--- src/rtl/output_buffer_pkg.sv ---
// Shared types for the output buffer: handshake FSM state encodings and
// default sizing.
package output_buffer_pkg;

  localparam int DW_DEFAULT    = 16;
  localparam int DEPTH_DEFAULT = 4;

  typedef enum logic {
    U_IDLE = 1'b0,
    U_ACK  = 1'b1
  } u_state_e;

  typedef enum logic [1:0] {
    D_IDLE = 2'd0,
    D_REQ  = 2'd1,
    D_WAIT = 2'd2
  } d_state_e;

endpackage

--- src/rtl/output_buffer_mem.sv ---
// DEPTH x DW storage: one synchronous write port, one combinational read port.
// Storage is intentionally not reset; occupancy tracking guards every read.
module output_buffer_mem #(
  parameter  int DW    = 16,
  parameter  int DEPTH = 4,
  localparam int AW    = $clog2(DEPTH)
) (
  input  logic          clk,
  input  logic          we_i,
  input  logic [AW-1:0] wr_addr_i,
  input  logic [DW-1:0] wr_data_i,
  input  logic [AW-1:0] rd_addr_i,
  output logic [DW-1:0] rd_data_o
);

  logic [DW-1:0] mem_q [DEPTH];

  always_ff @(posedge clk) begin
    if (we_i) begin
      mem_q[wr_addr_i] <= wr_data_i;
    end
  end

  assign rd_data_o = mem_q[rd_addr_i];

endmodule

--- src/rtl/output_buffer.sv ---
// Elastic FIFO between the control unit and the output unit, with a 4-phase
// req/ack handshake on each side and registered status outputs.
module output_buffer
  import output_buffer_pkg::*;
#(
  parameter  int DW    = DW_DEFAULT,
  parameter  int DEPTH = DEPTH_DEFAULT,
  localparam int AW    = $clog2(DEPTH)
) (
  input  logic          clk,
  input  logic          rst_b,
  input  logic          cu_req,
  input  logic [DW-1:0] cu_data,
  output logic          cu_ack,
  output logic          out_req,
  output logic [DW-1:0] out_data,
  input  logic          out_ack,
  output logic [AW:0]   count,
  output logic          full,
  output logic          empty,
  output u_state_e      u_state_o,
  output d_state_e      d_state_o
);

  // Handshake (both sides, 4-phase): the requester raises req with data stable,
  // the responder raises ack, the requester drops req, the responder drops ack.
  // One value moves per full cycle; a value is pushed when cu_ack rises and
  // popped on the edge out_ack is first seen high while out_req is up.

  localparam logic [AW:0] FULL_CNT = (AW+1)'(DEPTH);

  u_state_e      u_state_q, u_state_d;
  d_state_e      d_state_q, d_state_d;
  logic          cu_ack_q, cu_ack_d;
  logic          out_req_q, out_req_d;
  logic [DW-1:0] out_data_q, out_data_d;
  logic [AW-1:0] wr_ptr_q, wr_ptr_d;
  logic [AW-1:0] rd_ptr_q, rd_ptr_d;
  logic [AW:0]   count_q, count_d;
  logic          full_q, full_d;
  logic          empty_q, empty_d;
  logic          push, pop;
  logic [DW-1:0] rd_data;

  output_buffer_mem #(
    .DW    (DW),
    .DEPTH (DEPTH)
  ) u_mem (
    .clk       (clk),
    .we_i      (push),
    .wr_addr_i (wr_ptr_q),
    .wr_data_i (cu_data),
    .rd_addr_i (rd_ptr_q),
    .rd_data_o (rd_data)
  );

  always_comb begin
    u_state_d = u_state_q;
    cu_ack_d  = cu_ack_q;
    push      = 1'b0;
    case (u_state_q)
      U_IDLE: begin
        if (cu_req && !full_q) begin
          push      = 1'b1;
          cu_ack_d  = 1'b1;
          u_state_d = U_ACK;
        end
      end
      U_ACK: begin
        if (!cu_req) begin
          cu_ack_d  = 1'b0;
          u_state_d = U_IDLE;
        end
      end
    endcase
  end

  // D_WAIT absorbs an out_ack that lingers after out_req falls.
  always_comb begin
    d_state_d  = d_state_q;
    out_req_d  = out_req_q;
    out_data_d = out_data_q;
    pop        = 1'b0;
    case (d_state_q)
      D_IDLE: begin
        if (!empty_q && !out_ack) begin
          out_req_d  = 1'b1;
          out_data_d = rd_data;
          d_state_d  = D_REQ;
        end
      end
      D_REQ: begin
        if (out_ack) begin
          out_req_d = 1'b0;
          pop       = 1'b1;
          d_state_d = D_WAIT;
        end
      end
      D_WAIT: begin
        if (!out_ack) begin
          d_state_d = D_IDLE;
        end
      end
      default: d_state_d = D_IDLE;
    endcase
  end

  always_comb begin
    wr_ptr_d = push ? wr_ptr_q + 1'b1 : wr_ptr_q;
    rd_ptr_d = pop  ? rd_ptr_q + 1'b1 : rd_ptr_q;
    case ({push, pop})
      2'b10:   count_d = count_q + 1'b1;
      2'b01:   count_d = count_q - 1'b1;
      default: count_d = count_q;
    endcase
    full_d  = (count_d == FULL_CNT);
    empty_d = (count_d == '0);
  end

  always_ff @(posedge clk) begin
    if (!rst_b) begin
      u_state_q  <= U_IDLE;
      d_state_q  <= D_IDLE;
      cu_ack_q   <= 1'b0;
      out_req_q  <= 1'b0;
      out_data_q <= '0;
      wr_ptr_q   <= '0;
      rd_ptr_q   <= '0;
      count_q    <= '0;
      full_q     <= 1'b0;
      empty_q    <= 1'b1;
    end else begin
      u_state_q  <= u_state_d;
      d_state_q  <= d_state_d;
      cu_ack_q   <= cu_ack_d;
      out_req_q  <= out_req_d;
      out_data_q <= out_data_d;
      wr_ptr_q   <= wr_ptr_d;
      rd_ptr_q   <= rd_ptr_d;
      count_q    <= count_d;
      full_q     <= full_d;
      empty_q    <= empty_d;
    end
  end

  assign cu_ack    = cu_ack_q;
  assign out_req   = out_req_q;
  assign out_data  = out_data_q;
  assign count     = count_q;
  assign full      = full_q;
  assign empty     = empty_q;
  assign u_state_o = u_state_q;
  assign d_state_o = d_state_q;

endmodule

--- config.mk ---
export PLATFORM = sky130hd
export DESIGN_NAME = output_buffer
export DESIGN_NICKNAME = d
export VERILOG_FILES = /design/src/rtl/output_buffer_pkg.sv /design/src/rtl/output_buffer_mem.sv /design/src/rtl/output_buffer.sv
export SDC_FILE = /design/constraint.sdc
export NUM_CORES = 1
export LEC_CHECK = 0
export ABC_AREA = 1
export BUFFER_PORTS_ARGS = -buffer_cell sky130_fd_sc_hd__buf_4
export CAP_MARGIN = 20
export CORE_ASPECT_RATIO = 0.7
export CORE_MARGIN = 2
export CORE_UTILIZATION = 30
export CTS_CLUSTER_SIZE = 8
export DETAILED_ROUTE_END_ITERATION = 10
export GPL_TIMING_DRIVEN = 0
export PLACE_DENSITY = 0.44
export SLEW_MARGIN = 20
export SYNTH_ARGS = -nofsm -noshare
export SYNTH_HDL_FRONTEND = slang
export SYNTH_SLANG_ARGS = --single-unit
export TNS_END_PERCENT = 100
--- constraint.sdc ---
create_clock -name clk -period 2 [get_ports clk]
set_input_delay 0.3 -clock clk [delete_from_list [all_inputs] [get_ports clk]]
set_output_delay 0.3 -clock clk [all_outputs]
set_load 0.05 [all_outputs]
==> metrics.md, run 1 <==
| Metric | Value |
|---|---|
| Final nets | `486` |
| Clock tree buffer depth | `2` |
| Core Region | `13100 sq um` |
| Clock tree sinks | `94` |
| Static Leak | `2.13 nW` |
| Cell mode on critical path | `inv_1` |
| CTS tree | `done` |
| Pwr Total | `4.46 mW` |
| # fillers | `1333` |
| WP data arrival | `2.09 ns` |
| Post-synthesis compound-gate area fraction | `0.0182` |
| Top achievable clock speed | `540 MHz` |
| Gate Count Post-Synth | `397` |
| Main combinational cell family by area after synthesis | `simple AND/OR/NAND/NOR gates` |
| RSZ-0062 raised after global routing | `no` |
| Prevailing post-synth register cell | `edfxtp_1` |
| Initial antenna violation count | `0` |
| Setup-failing EPs final | `0` |
| Post-synthesis xor/xnor area fraction | `0` |
| Antenna Nets Post-Route | `0` |
| Most frequent cells in the layout | `158 x nand2_1, 64 x edfxtp_1, 51 x buf_4` |
| Synthesis-stage register bit count | `94` |
| Post-synthesis mux area share | `0` |
| Most common cell after layout, fill and taps aside | `nand2_1` |
| Antenna diodes | `0` |
| Fin util | `0.374` |
| Post-route cell area | `4900 sq um` |
| Vias | `2617` |
| First-pass GRT wire length | `13.8 mm` |
| Pwr dens | `910 nW/um^2` |
| Post-Syn Area | `4000 sq um` |
| Die footprint | `14300 sq um` |
| Max transition margin | `0.600` |
| IO Count | `46` |
| Worst slew pin tran | `0.599 ns` |
| Worst setup SP type | `flop` |
| Dpl hpwl | `6.25 mm` |
| Synthesis warning total | `0` |
| DR iter-0 viols | `135` |
| Fraction of layout cells with a size suffix above 1 | `0.280` |
| Distinct cell type count after synthesis | `23` |
| Post-Syn Area per Cell | `10.1 sq um` |
| Reg area | `2530 sq um` |
| Clk_lat worst skew | `0.34 ns` |
| Fin crit period | `1.85 ns` |
| Critical path cell sequence | `inv_2 -> nand3_2 -> inv_2 -> ha_1 -> inv_1 -> fa_1 -> o21ai_0 -> inv_1 -> nand2_1 -> inv_1 -> nand3_1 -> nand2_1` |
| Critical path type | `reg2reg` |
| Adder-cell share of the synthesized area | `0.0207` |
| Chip Height | `101 um` |
| Post-synth EDFFs | `64` |
| Vias in the first global route | `2469` |
| Syn-to-layout area delta | `22.7%` |
| Routed WL | `8.87 mm` |
| Final Hold Vio Count | `0` |
| GP Congestion | `0.741` |
| Clock-pin transition on the worst setup and hold timing paths | `0.07 ns` |
| Status | `complete, no violations` |
| Port Buffers | `45` |
| Floorplan row count | `35` |
| Ys async rst share | `0` |
| Worst Reg2Reg Path Length in Cells | `12` |
| Multi-input gate area | `1150 sq um` |
| Area post-placement | `4610 sq um` |
| Sequential fraction of the synthesis area | `0.631` |
| Max_cap viols | `0` |
| Type of destination of the critical path | `flop` |
| WL/cell | `14.1 um` |
| Pre-antenna DRT Iters | `4` |
| Simple-Gate Fraction of Synth Area | `0.245` |
| Grt ovf | `0` |
| DIE WIDTH | `142 um` |
| Synthesized Nets | `423` |
| Slowest CP cell | `fa_1` |
| Clock skew | `0.00903 ns` |
| Hold slack | `0.166 ns` |
| CP required | `2.23 ns` |
| Num CTS Buffers | `9` |
| DR vias/cell | `4.15` |
| Pins Over Slew Limit | `0` |
| Initial core utilization | `0.305` |
| Hold Path Cell Cnt | `1` |
| HP Class | `in2reg` |
| GRT Total Usage | `0.134` |
| Final Cycle Share | `0.926` |
| Crit path max fanout | `4` |
| CTS Root Cell | `clkbuf_16` |
| Maximum VDD drop | `428 uV` |
| Largest stage delay on the critical path | `0.44 ns` |
| Largest net degree at the start of global routing | `16` |
| H-Tree Level Count | `3` |
| DR DRC count | `0` |
-- stage by stage --
stage	TNS (ns)	cells	setup WS, ns
after floorplan	0	397	0.0641
after global placement	-27.89	608	-0.484
after detailed placement	-0.0349	612	-0.0349
after CTS	0	628	0.0600
after global routing	0	631	0.000969
final	0	631	0.148
-- power breakdown --
part           switching [mW]  total (mW)  internal (mW)
logic                   0.458       0.694          0.236
registers              0.0500        2.24           2.19
clock network           0.693        1.53          0.837
total                    1.20        4.46           3.26
-- worst paths after layout --
kind                startpoint                 to  slack, ns
setup / recovery  d_state_o[1]              empty       0.15
setup reg to reg  d_state_o[1]              empty       0.15
hold / removal      cu_data[2]  u_mem.mem_q[2][2]       0.17
hold reg to reg           full          u_state_o       0.46
-- worst max-delay path: cells and delay by family, from the launching register on --
kind,cells,cell delay (ns)
DFF,1,0.34
adders and majority gates,2,0.59
AOI/OAI and AO/OA,1,0.16
buffers and inverters,5,0.37
and+or+nand+nor,4,0.29
-- logic make-up (layout without fill, tap and decap cells) --
group | count (synthesis) | after routing
adder cells (fa/ha/maj) | 6 | 6
AO/OA/AOI/OAI | 13 | 13
AND/OR/NAND/NOR | 227 | 227
buffers and inverters | 57 | 125
flip-flops | 94 | 94
-- flip-flops by register name, indices dropped and copies added, names as in the netlist --
name / count
empty: 1
full: 1
wr_ptr_q: 2
u_state_o: 1
cu_ack: 1
count: 3
out_req: 1
rd_ptr_q: 2
out_data: 16
u_mem.mem_q: 64
d_state_o: 2
-- metal layers --
layer	track usage	vias up	share of wire
met4	0.0354	0	0.0033
met3	0.0356	2	0.051
met5	0	-	0
met1	0.190	1185	0.52
li1	-	1378	-
met2	0.203	52	0.43
-- synthesized netlist by cell type, types with 3 or more instances --
cell type	number	share of area
inv_1	33	0.031
nand3_1	23	0.029
nand2_1	158	0.15
buf_4	3	0.0056
a21oi_1	8	0.010
dfxtp_1	30	0.15
inv_2	7	0.0066
ha_1	5	0.016
buf_12	3	0.015
edfxtp_1	64	0.48
o21ai_0	4	0.0050
nor2_1	14	0.013
buf_6	6	0.017
nor2_2	26	0.041
-- cell type report --
type | count | area share
inverter | 42 | 0.0332
timing repair buffer | 52 | 0.0842
buffer | 15 | 0.0357
clock buffer | 10 | 0.0467
sequential | 94 | 0.515
multi-input combinational | 246 | 0.234
clock inverter | 6 | 0.00791
tap | 166 | 0.0424
-- what timing repair did --
action,4_1_cts,5_1_grt
setup endpoints to repair,0,3
hold buffers,0,0
buffers inserted,0,3
gates resized for setup,0,1
No activity file was read; power rests on OpenSTA's default activity.
==> inputs of run 2 (changes only) <==
ABC_AREA = default   (was 1)
PLACE_DENSITY = 0.46   (was 0.44)
clock period = 1.7 ns   (was 2 ns; I/O delays follow)
==> metrics.md, run 2 <==
| Metric | Value |
|---|---|
| Chip Height | `95.2 um` |
| GP Congestion | `0.694` |
| Comb power frac | `0.117` |
| WP data arrival | `2.11 ns` |
| Fraction of layout cells with a size suffix above 1 | `0.383` |
| Area post-placement | `4120 sq um` |
| DR vias/cell | `4.40` |
| Vias | `1838` |
| Synthesized Nets | `219` |
| Post-synth top area share | `0.540` |
| P_sw | `1.19 mW` |
| R2R setup slack | `-0.17 ns` |
| DR DRC count | `0` |
| Max transition margin | `0.668` |
| Synthesis warning total | `0` |
| Distinct cell type count after synthesis | `36` |
| Post-route cell area | `4470 sq um` |
| Worst slew pin tran | `0.499 ns` |
| Die footprint | `12800 sq um` |
| Static Leak | `1.63 nW` |
| Final nets | `282` |
| Status | `finished with violations` |
| Fin crit period | `1.87 ns` |
| Top achievable clock speed | `533 MHz` |
| Most common cell after layout, fill and taps aside | `edfxtp_1` |
| Clock tree buffer depth | `2` |
| Flop pwr share | `0.522` |
| Clk_lat worst skew | `0.33 ns` |
| # fillers | `1099` |
| Vias in the first global route | `1870` |
| Pre-antenna DRT Iters | `4` |
| Antenna diodes | `0` |
| Clk pwr share | `0.361` |
| Critical path type | `reg2reg` |
| DR iter-0 viols | `125` |
| Hold buffer count at cts | `0` |
| DIE WIDTH | `134 um` |
| Prevailing post-synth register cell | `edfxtp_1` |
| Post-Syn Area | `3560 sq um` |
| Sw Ratio | `0.237` |
| Setup-failing EPs final | `3` |
| WL/cell | `16.3 um` |
| Pwr dens | `1120 nW/um^2` |
| Clock tree sinks | `94` |
| Crit path max fanout | `3` |
| Pins Over Slew Limit | `0` |
| Max_cap viols | `0` |
| Pwr Total | `5.00 mW` |
| CTS tree | `done` |
| Setup WS post-layout | `-0.175 ns` |
| Syn-to-layout area delta | `25.5%` |
| Largest net degree at the start of global routing | `17` |
| Most frequent cell after synthesis | `edfxtp_1` |
| Gate Count Post-Synth | `193` |
| Antenna Nets Post-Route | `0` |
| Initial antenna violation count | `0` |
| GRT Total Usage | `0.119` |
| Clock-pin transition on the worst setup and hold timing paths | `0.06 ns` |
| Worst setup SP type | `flop` |
| Clock skew | `0.00392 ns` |
| Final Hold Vio Count | `0` |
| Failing checks | `setup timing` |
| Post-Syn Area per Cell | `18.5 sq um` |
| IO Count | `46` |
| Dpl hpwl | `4.24 mm` |
| CTS Root Cell | `clkbuf_16` |
| Post-synth EDFFs | `64` |
| Placement Setup Slack | `-0.323 ns` |
| P_int | `3.82 mW` |
| Initial core utilization | `0.306` |
| H-Tree Level Count | `3` |
| Num CTS Buffers | `9` |
| Core Region | `11600 sq um` |
| CP required | `1.93 ns` |
| Port Buffers | `45` |
| Max reg flops | `64` |
| HP Class | `in2reg` |
| Post-synth top cells | `64 x edfxtp_1, 30 x dfxtp_1, 16 x a22o_1` |
| Hold slack | `0.126 ns` |
| First-pass GRT wire length | `10.9 mm` |
| Top cells by area, synth | `edfxtp_1 54%, dfxtp_1 17%, mux4_1 5.9%` |
| Largest reg by FF count | `u_mem.mem_q` |
| Ys async rst share | `0` |
| Sequential fraction of the synthesis area | `0.708` |
| Most frequent cells in the layout | `64 x edfxtp_1, 53 x buf_4, 26 x dfxtp_1` |
| Synthesis-stage register bit count | `94` |
| Maximum VDD drop | `465 uV` |
| Final TNS setup | `-0.401 ns` |
| RSZ-0062 raised after global routing | `yes` |
| Type of destination of the critical path | `flop` |
| Grt ovf | `0` |
| Floorplan row count | `33` |
| Routed WL | `6.80 mm` |
| Synth area leader | `edfxtp_1` |
| Final Cycle Share | `1.10` |
run 2: changes by cell type in the layout (fill, tap and decap cells not counted), sizes merged, moves of 7 or more:
cell   before  now
nand2     161    2
nor2       41    1
inv        42    8
nand3      23    0
a22o        0   16
mux4        0   16
and2        0    9
buf        67   59
a21oi       8    1
run 2: power by group through the flow:
stage          registers (mW)  clock network (mW)  logic [mW]
2_1_floorplan            2.81                   0       0.222
3_3_place_gp             2.66                   0       0.568
3_5_place_dp             2.67                   0       0.572
4_1_cts                  2.61                1.87       0.598
5_1_grt                  2.62                1.97       0.638
6_report                 2.61                1.80       0.588
run 2: final cells by class:
type                       instances  area [sq um]  share of cell area
clock buffer                      12           246              0.0552
tap                              157           196              0.0440
multi-input combinational         82           966               0.216
buffer                             9          80.1              0.0179
sequential                        94          2540               0.568
timing repair buffer              52           390              0.0873
clock inverter                     4          22.5             0.00504
inverter                           8          30.0             0.00672
run 2: logic make-up (layout without fill, tap and decap cells):
logic type,after synthesis,in the layout,share of synthesized area
AOI/OAI and AO/OA,27,27,0.0608
adders and majority gates,6,6,0.0232
buffers and inverters,17,85,0.0309
muxes,17,17,0.112
DFF,94,94,0.708
and+or+nand+nor,26,26,0.0495
xor gates and xnor gates,6,6,0.0148
run 2: through the flow:
stage	utilization	cells
6_report	0.384	418
5_1_grt	0.384	418
4_1_cts	0.384	418
3_5_place_dp	0.354	395
3_3_place_gp	0.354	395
2_1_floorplan	-	193
run 2: worst paths after layout:
kind,from,to,cells past startpoint
worst min register to register,full,u_state_o,1
worst min-delay path,cu_data[13],u_mem.mem_q[2][13],1
worst max register to register,d_state_o[1],empty,7
worst max-delay path,d_state_o[1],empty,7
run 2: routing by layer:
layer  vias up  global-route usage  wire length [um]
met1       921               0.164              3450
met3         5              0.0452               307
li1        879                   -                 -
met4         0              0.0395                65
met5         -                   0                 0
met2        33               0.172              2970
run 2: timing repair:
| item | CTS | global route |
|---|---|---|
| gates resized for setup | 8 | 1 |
| buffers inserted | 7 | 0 |
| pin swaps | 3 | 0 |
| hold endpoints to repair | 0 | 0 |
| setup endpoints to repair | 68 | 4 |
run 2: critical path, cell delays in order (launching register included):
cell and delay [ns]:
dfxtp_4 0.34, and3b_2 0.27, ha_4 0.15, inv_2 0.04, fa_2 0.32, xor2_1 0.17
o21a_1 0.21, o31ai_2 0.29
